### src/rtl/srl_tap_delay.sv
`default_nettype none
// ------------------------------------------------------------------------
// srl_tap_delay : reset-free shift storage with a clamped runtime tap,
//                 registered output, valid flag and saturating fill count.
// Revision      : 1.0
// ------------------------------------------------------------------------
module srl_tap_delay #(
  parameter int WIDTH  = 8,
  parameter int DEPTH  = 32,
  parameter bit CLKPOL = 1'b1,
  parameter int TAPW   = (DEPTH > 1) ? $clog2(DEPTH) : 1,
  parameter int FILLW  = $clog2(DEPTH + 1)
) (
  input  logic             clk,
  input  logic             resetn,
  input  logic             e,
  input  logic [WIDTH-1:0] i,
  input  logic [TAPW-1:0]  tap,
  output logic [WIDTH-1:0] q,
  output logic             q_valid,
  output logic [FILLW-1:0] fill
);

  typedef logic [WIDTH-1:0] stage_arr_t [DEPTH];

  localparam logic [TAPW-1:0]  c_tap_max  = TAPW'(DEPTH - 1);
  localparam logic [FILLW-1:0] c_fill_max = FILLW'(DEPTH);

  function automatic stage_arr_t init_stages();
    stage_arr_t s;
    for (int d = 0; d < DEPTH; d++) begin
      for (int w = 0; w < WIDTH; w++) begin
        s[d][w] = ((d + w) % 2 == 0);
      end
    end
    return s;
  endfunction

  // Power-up contents only; the storage itself never sees a reset.
  stage_arr_t       r_stage   = init_stages();
  logic [WIDTH-1:0] r_q       = '0;
  logic             r_q_valid = 1'b0;
  logic [FILLW-1:0] r_fill    = '0;

  logic [TAPW-1:0]  w_tap_eff;
  logic [WIDTH-1:0] w_q_nxt;
  logic             w_q_valid_nxt;
  logic [FILLW-1:0] w_fill_nxt;

  always_comb begin
    w_tap_eff     = (tap > c_tap_max) ? c_tap_max : tap;
    w_q_nxt       = r_stage[w_tap_eff];
    w_q_valid_nxt = 32'(r_fill) > 32'(w_tap_eff);
    w_fill_nxt    = r_fill;
    if (e && (r_fill != c_fill_max)) begin
      w_fill_nxt = r_fill + FILLW'(1);
    end
  end

  if (CLKPOL) begin : g_rise
    always_ff @(posedge clk) begin
      if (!resetn) begin
        r_q       <= '0;
        r_q_valid <= 1'b0;
        r_fill    <= '0;
      end else begin
        r_q       <= w_q_nxt;
        r_q_valid <= w_q_valid_nxt;
        r_fill    <= w_fill_nxt;
      end
    end

    always_ff @(posedge clk) begin
      if (e) begin
        r_stage[0] <= i;
        for (int k = 1; k < DEPTH; k++) begin
          r_stage[k] <= r_stage[k-1];
        end
      end
    end
  end else begin : g_fall
    always_ff @(negedge clk) begin
      if (!resetn) begin
        r_q       <= '0;
        r_q_valid <= 1'b0;
        r_fill    <= '0;
      end else begin
        r_q       <= w_q_nxt;
        r_q_valid <= w_q_valid_nxt;
        r_fill    <= w_fill_nxt;
      end
    end

    always_ff @(negedge clk) begin
      if (e) begin
        r_stage[0] <= i;
        for (int k = 1; k < DEPTH; k++) begin
          r_stage[k] <= r_stage[k-1];
        end
      end
    end
  end

  assign q       = r_q;
  assign q_valid = r_q_valid;
  assign fill    = r_fill;

endmodule
`default_nettype wire

### config.mk
export PLATFORM = sky130hd
export DESIGN_NAME = srl_tap_delay
export DESIGN_NICKNAME = d
export VERILOG_FILES = /design/src/rtl/srl_tap_delay.sv
export SDC_FILE = /design/constraint.sdc
export NUM_CORES = 1
export LEC_CHECK = 0
export ABC_CLOCK_PERIOD_IN_PS = 4340
export CAP_MARGIN = 30
export CORE_UTILIZATION = 65
export CTS_BUF_LIST = sky130_fd_sc_hd__clkbuf_16
export CTS_CLUSTER_DIAMETER = 100
export DETAILED_ROUTE_END_ITERATION = 7
export PLACE_DENSITY = 0.94
export RECOVER_POWER = 100
export SYNTH_ARGS = -nofsm -noshare
export SYNTH_HDL_FRONTEND = slang
export SYNTH_SLANG_ARGS = --single-unit
### constraint.sdc
create_clock -name clk -period 4.34 [get_ports clk]
set_clock_uncertainty 0.1 [all_clocks]
set_input_delay 0.651 -clock clk [delete_from_list [all_inputs] [get_ports clk]]
set_output_delay 0.651 -clock clk [all_outputs]
set_load 0.02 [all_outputs]
==> flow_summary_export.csv <==
group,metric,value,unit
status,result_of_the_run,"finished, violations left",
status,violated_checks,"max-capacitance violations, max-slew violations",
routing,detail_route.first_pass.iterations,5,
logic_synthesis,syn-cell-area,0.0104,mm2
global_route,global_route_wire_length_before_repair,31300,um
worst_setup_path,critical_path_peak_fanout,115,
placed_design,place_hpwl,11800,um
pwr,leakage,4.01,nW
floorplan,row_count,45,
worst_setup_path,reg2regPathDepth,7,
pwr,power.switching,1.20,mW
timing,setup_ws,1120,ps
final_layout,drive_gt1_frac,0.202,
logic_synthesis,synth_compound_area_frac,0.0250,
worst_setup_path,timing_worst_setup_path_type,"in2reg",
global_route,grt_start_max_net_pins,116,
routing,initialDrtViolationCount,596,
worst_setup_path,cpPeakStageDelay,1880,ps
placed_design,port_buffers,30,
clock_tree,cts_made_buffers,25,
routing,post-route-drc-count,0,
logic_synthesis,synthSimpleGateAreaFrac,0.0363,
hold_path,holdCritStartpoint,"r_stage[14][7]",
global_route,grt_antenna_before_repair,1,
final_layout,utilization,0.759,
clock_tree,clockRootBuffer,"clkbuf_16",
pwr,power.share.clock,0.390,
job,maxCapViolations,2,
placed_design,placed_area,0.0109,mm2
clock_tree,clkSinkCount,271,
logic_synthesis,post_syn_instances,501,
clock_tree,clk_transition_reported_paths,60,ps
final_layout,area.sequential,0.00799,mm2
final_layout,areaGrowthSynthToFinish,12.6,%
logic_synthesis,synth_top_family_by_area,"multiplexers",
hold_path,hold_path_end,"r_stage[15][7]",
clock_tree,worst_skew_pair.late_latency,520,ps
pwr,power.internal,4.48,mW
pwr,combPwrFrac,0.060,
global_route,groute.usage.overall,0.262,
global_route,grt_overflow,0,
routing,detail-route-antenna-nets,0,
floorplan,dieHeight,128,um
pwr,power_per_unit_of_standard_cell_area,487,mW/mm2
timing,final_min_period_over_clock_period,0.741,
timing,timing.final.max_slew_violations,148,
timing,setup_tns,0,ps
floorplan,die_width,128,um
worst_setup_path,critical_path_endpoint_category,"flop",
routing,viasPerCell,6.69,
timing,fin_worst_hold_slack,344,ps
final_layout,multiInputGateArea,0.00222,mm2
hold_path,min-delay-path-class,"reg2reg",
logic_synthesis,ys_warn_count,0,
logic_synthesis,synth.mux.area_fraction,0.140,
routing,routedWlPerCell,25.9,um
floorplan,initial_utilization,0.674,
timing,rsz0062_at_grt,"false",
logic_synthesis,ys_seq_elements,271,
clock_tree,htreeDepth,1,
timing,period_minus_slack,3220,ps
final_layout,final_cell_mix,"edfxtp_1, mux4_2, nand2_1, nor2_1, clkbuf_16",
clock_tree,cts_buffer_depth,3,
logic_synthesis,postSynth.topFlopCell,"edfxtp_1",
worst_setup_path,worst_path_cell_with_the_longest_stage_delay,"clkbuf_2",
final_layout,num-fill-cells,767,
pwr,netSwitchingFraction,0.212,
worst_setup_path,timing.critical_path.required,4320,ps
pwr,ir_drop,0.369,mV
worst_setup_path,timing.rr.start,"fill[1]",
timing,finalSetupViolCount,0,
worst_setup_path,crit_family,"buffers and inverters",
pwr,fraction_of_power_consumed_by_sequential_logic,0.550,
timing,slew_margin_rel,-0.668,
routing,route.final.wire_length,20200,um
floorplan,design.portCount,31,
worst_setup_path,timing.critical_path.from_type,"primary input",
clock_tree,cts_hold_repair.buffers,0,
logic_synthesis,synth_nets,524,
logic_synthesis,syn_avg_cell_area,20.7,um2
floorplan,floorplan.die_area,0.0165,mm2
placed_design,pre_cts_ws,1370,ps
worst_setup_path,critical_path.reg2reg.endpoint,"fill[3]",
worst_setup_path,timing.critical_path.cells,"buf_8 -> clkbuf_2",
global_route,vias_in_the_first_global_route,5334,
logic_synthesis,asyncSetResetFlopFracSynth,0,
timing,final_hold_violation_count,0,
final_layout,layout.nets,570,
clock_tree,clock_tree_from_tritoncts,"yes",
logic_synthesis,synth.distinct_cells,30,
timing,max_clock_freq,311,MHz
worst_setup_path,register_to_register_setup_slack,2060,ps
hold_path,timing.hold.worst_path_depth,0,
clock_tree,cts_setup_buffers,0,
final_layout,final_common_cell,"edfxtp_1",
worst_setup_path,cp.arrival,3190,ps
floorplan,core,0.0154,mm2
logic_synthesis,synth_seq_area_share,0.771,
timing,tightest_slew,2500,ps
clock_tree,cts_repair_resize_count,0,
logic_synthesis,yosys.area_share.xor_xnor,0.00423,
logic_synthesis,synth-edff-count,256,
placed_design,globalplace.congestion,0.784,
final_layout,postLayoutCellArea,0.0117,mm2
routing,vias,5200,
worst_setup_path,worst_path_bufs_invs,2,
logic_synthesis,synthAdderAreaFrac,0.00845,
[power groups by stage]
stage / Sequential [mW] / Clock (mW) / Combinational [mW]
4_1_cts: 3.12 / 2.23 / 0.351
6_report: 3.13 / 2.21 / 0.343
5_1_grt: 3.14 / 2.32 / 0.366
2_1_floorplan: 3.14 / 0 / 0.202
3_3_place_gp: 3.15 / 0 / 0.324
3_5_place_dp: 3.17 / 0 / 0.346
[stage by stage]
step                cells  total power, mW
finish                777             5.68
global route          777             5.83
CTS                   776             5.70
detailed placement    731             3.51
global placement      731             3.47
floorplan             501             3.34
[synth_stat cells, types with 5 or more instances]
| master | number | area share |
|---|---|---|
| edfxtp_1 | 256 | 0.74 |
| buf_2 | 5 | 0.0024 |
| ha_1 | 7 | 0.0084 |
| a21oi_1 | 16 | 0.0077 |
| nor2_1 | 30 | 0.011 |
| o221ai_1 | 8 | 0.0068 |
| dfxtp_1 | 15 | 0.029 |
| clkbuf_1 | 6 | 0.0022 |
| a221oi_1 | 7 | 0.0059 |
| mux4_2 | 62 | 0.13 |
| nand2_1 | 49 | 0.018 |
| xnor2_1 | 5 | 0.0042 |
| and2_1 | 5 | 0.0030 |
[flip-flops by register name, indices dropped and copies added, names as in the netlist]
register  flops
fill          6
q             8
q_valid       1
r_stage     256
[cell type report]
class,count,area share
Timing Repair Buffer,39,0.0306
Multi-Input combinational cell,204,0.190
Sequential cell,271,0.684
Tap cell,211,0.0226
Inverter,6,0.00193
Antenna cell,1,0.000214
Clock buffer,25,0.0536
Clock inverter,20,0.0168
[kinds of logic (layout without fill, tap and decap cells)]
family	count (synthesis)	count (layout)
and+or+nand+nor	91	91
other	0	1
adders and majority gates	7	7
muxes	64	64
buffers and inverters	26	90
DFF	271	271
xor gates and xnor gates	5	5
AOI/OAI and AO/OA	37	37
[worst max-delay path by stage]
stage	from	to	slack [ps]	cells past startpoint
3_5_place_dp	tap[0]	q[0]	1370	7
6_report	e	r_stage[10][4]	1120	2
5_1_grt	e	r_stage[15][4]	910	2
4_1_cts	fill[2]	fill[2]	1880	1
2_1_floorplan	tap[1]	q_valid	1960	9
3_3_place_gp	tap[0]	q[6]	1450	7
[metal layers]
metal / vias to the layer above / wire, um / GRT usage / share of wire
met5: - / 0 / 0 / 0
met4: 0 / 666 / 0.0900 / 0.033
met1: 2661 / 7430 / 0.356 / 0.37
met3: 66 / 1840 / 0.0576 / 0.091
li1: 2136 / - / - / -
met2: 337 / 10200 / 0.427 / 0.51
[worst reg2reg max path, stage by stage, from the launching register on]
cell	delay [ps]
dfxtp_1	460
inv_1	120
ha_1	210
nor4b_1	140
a21boi_0	580
nand2_1	140
xnor2_1	240
and2_0	210
Power figures use the tool's default switching activity.
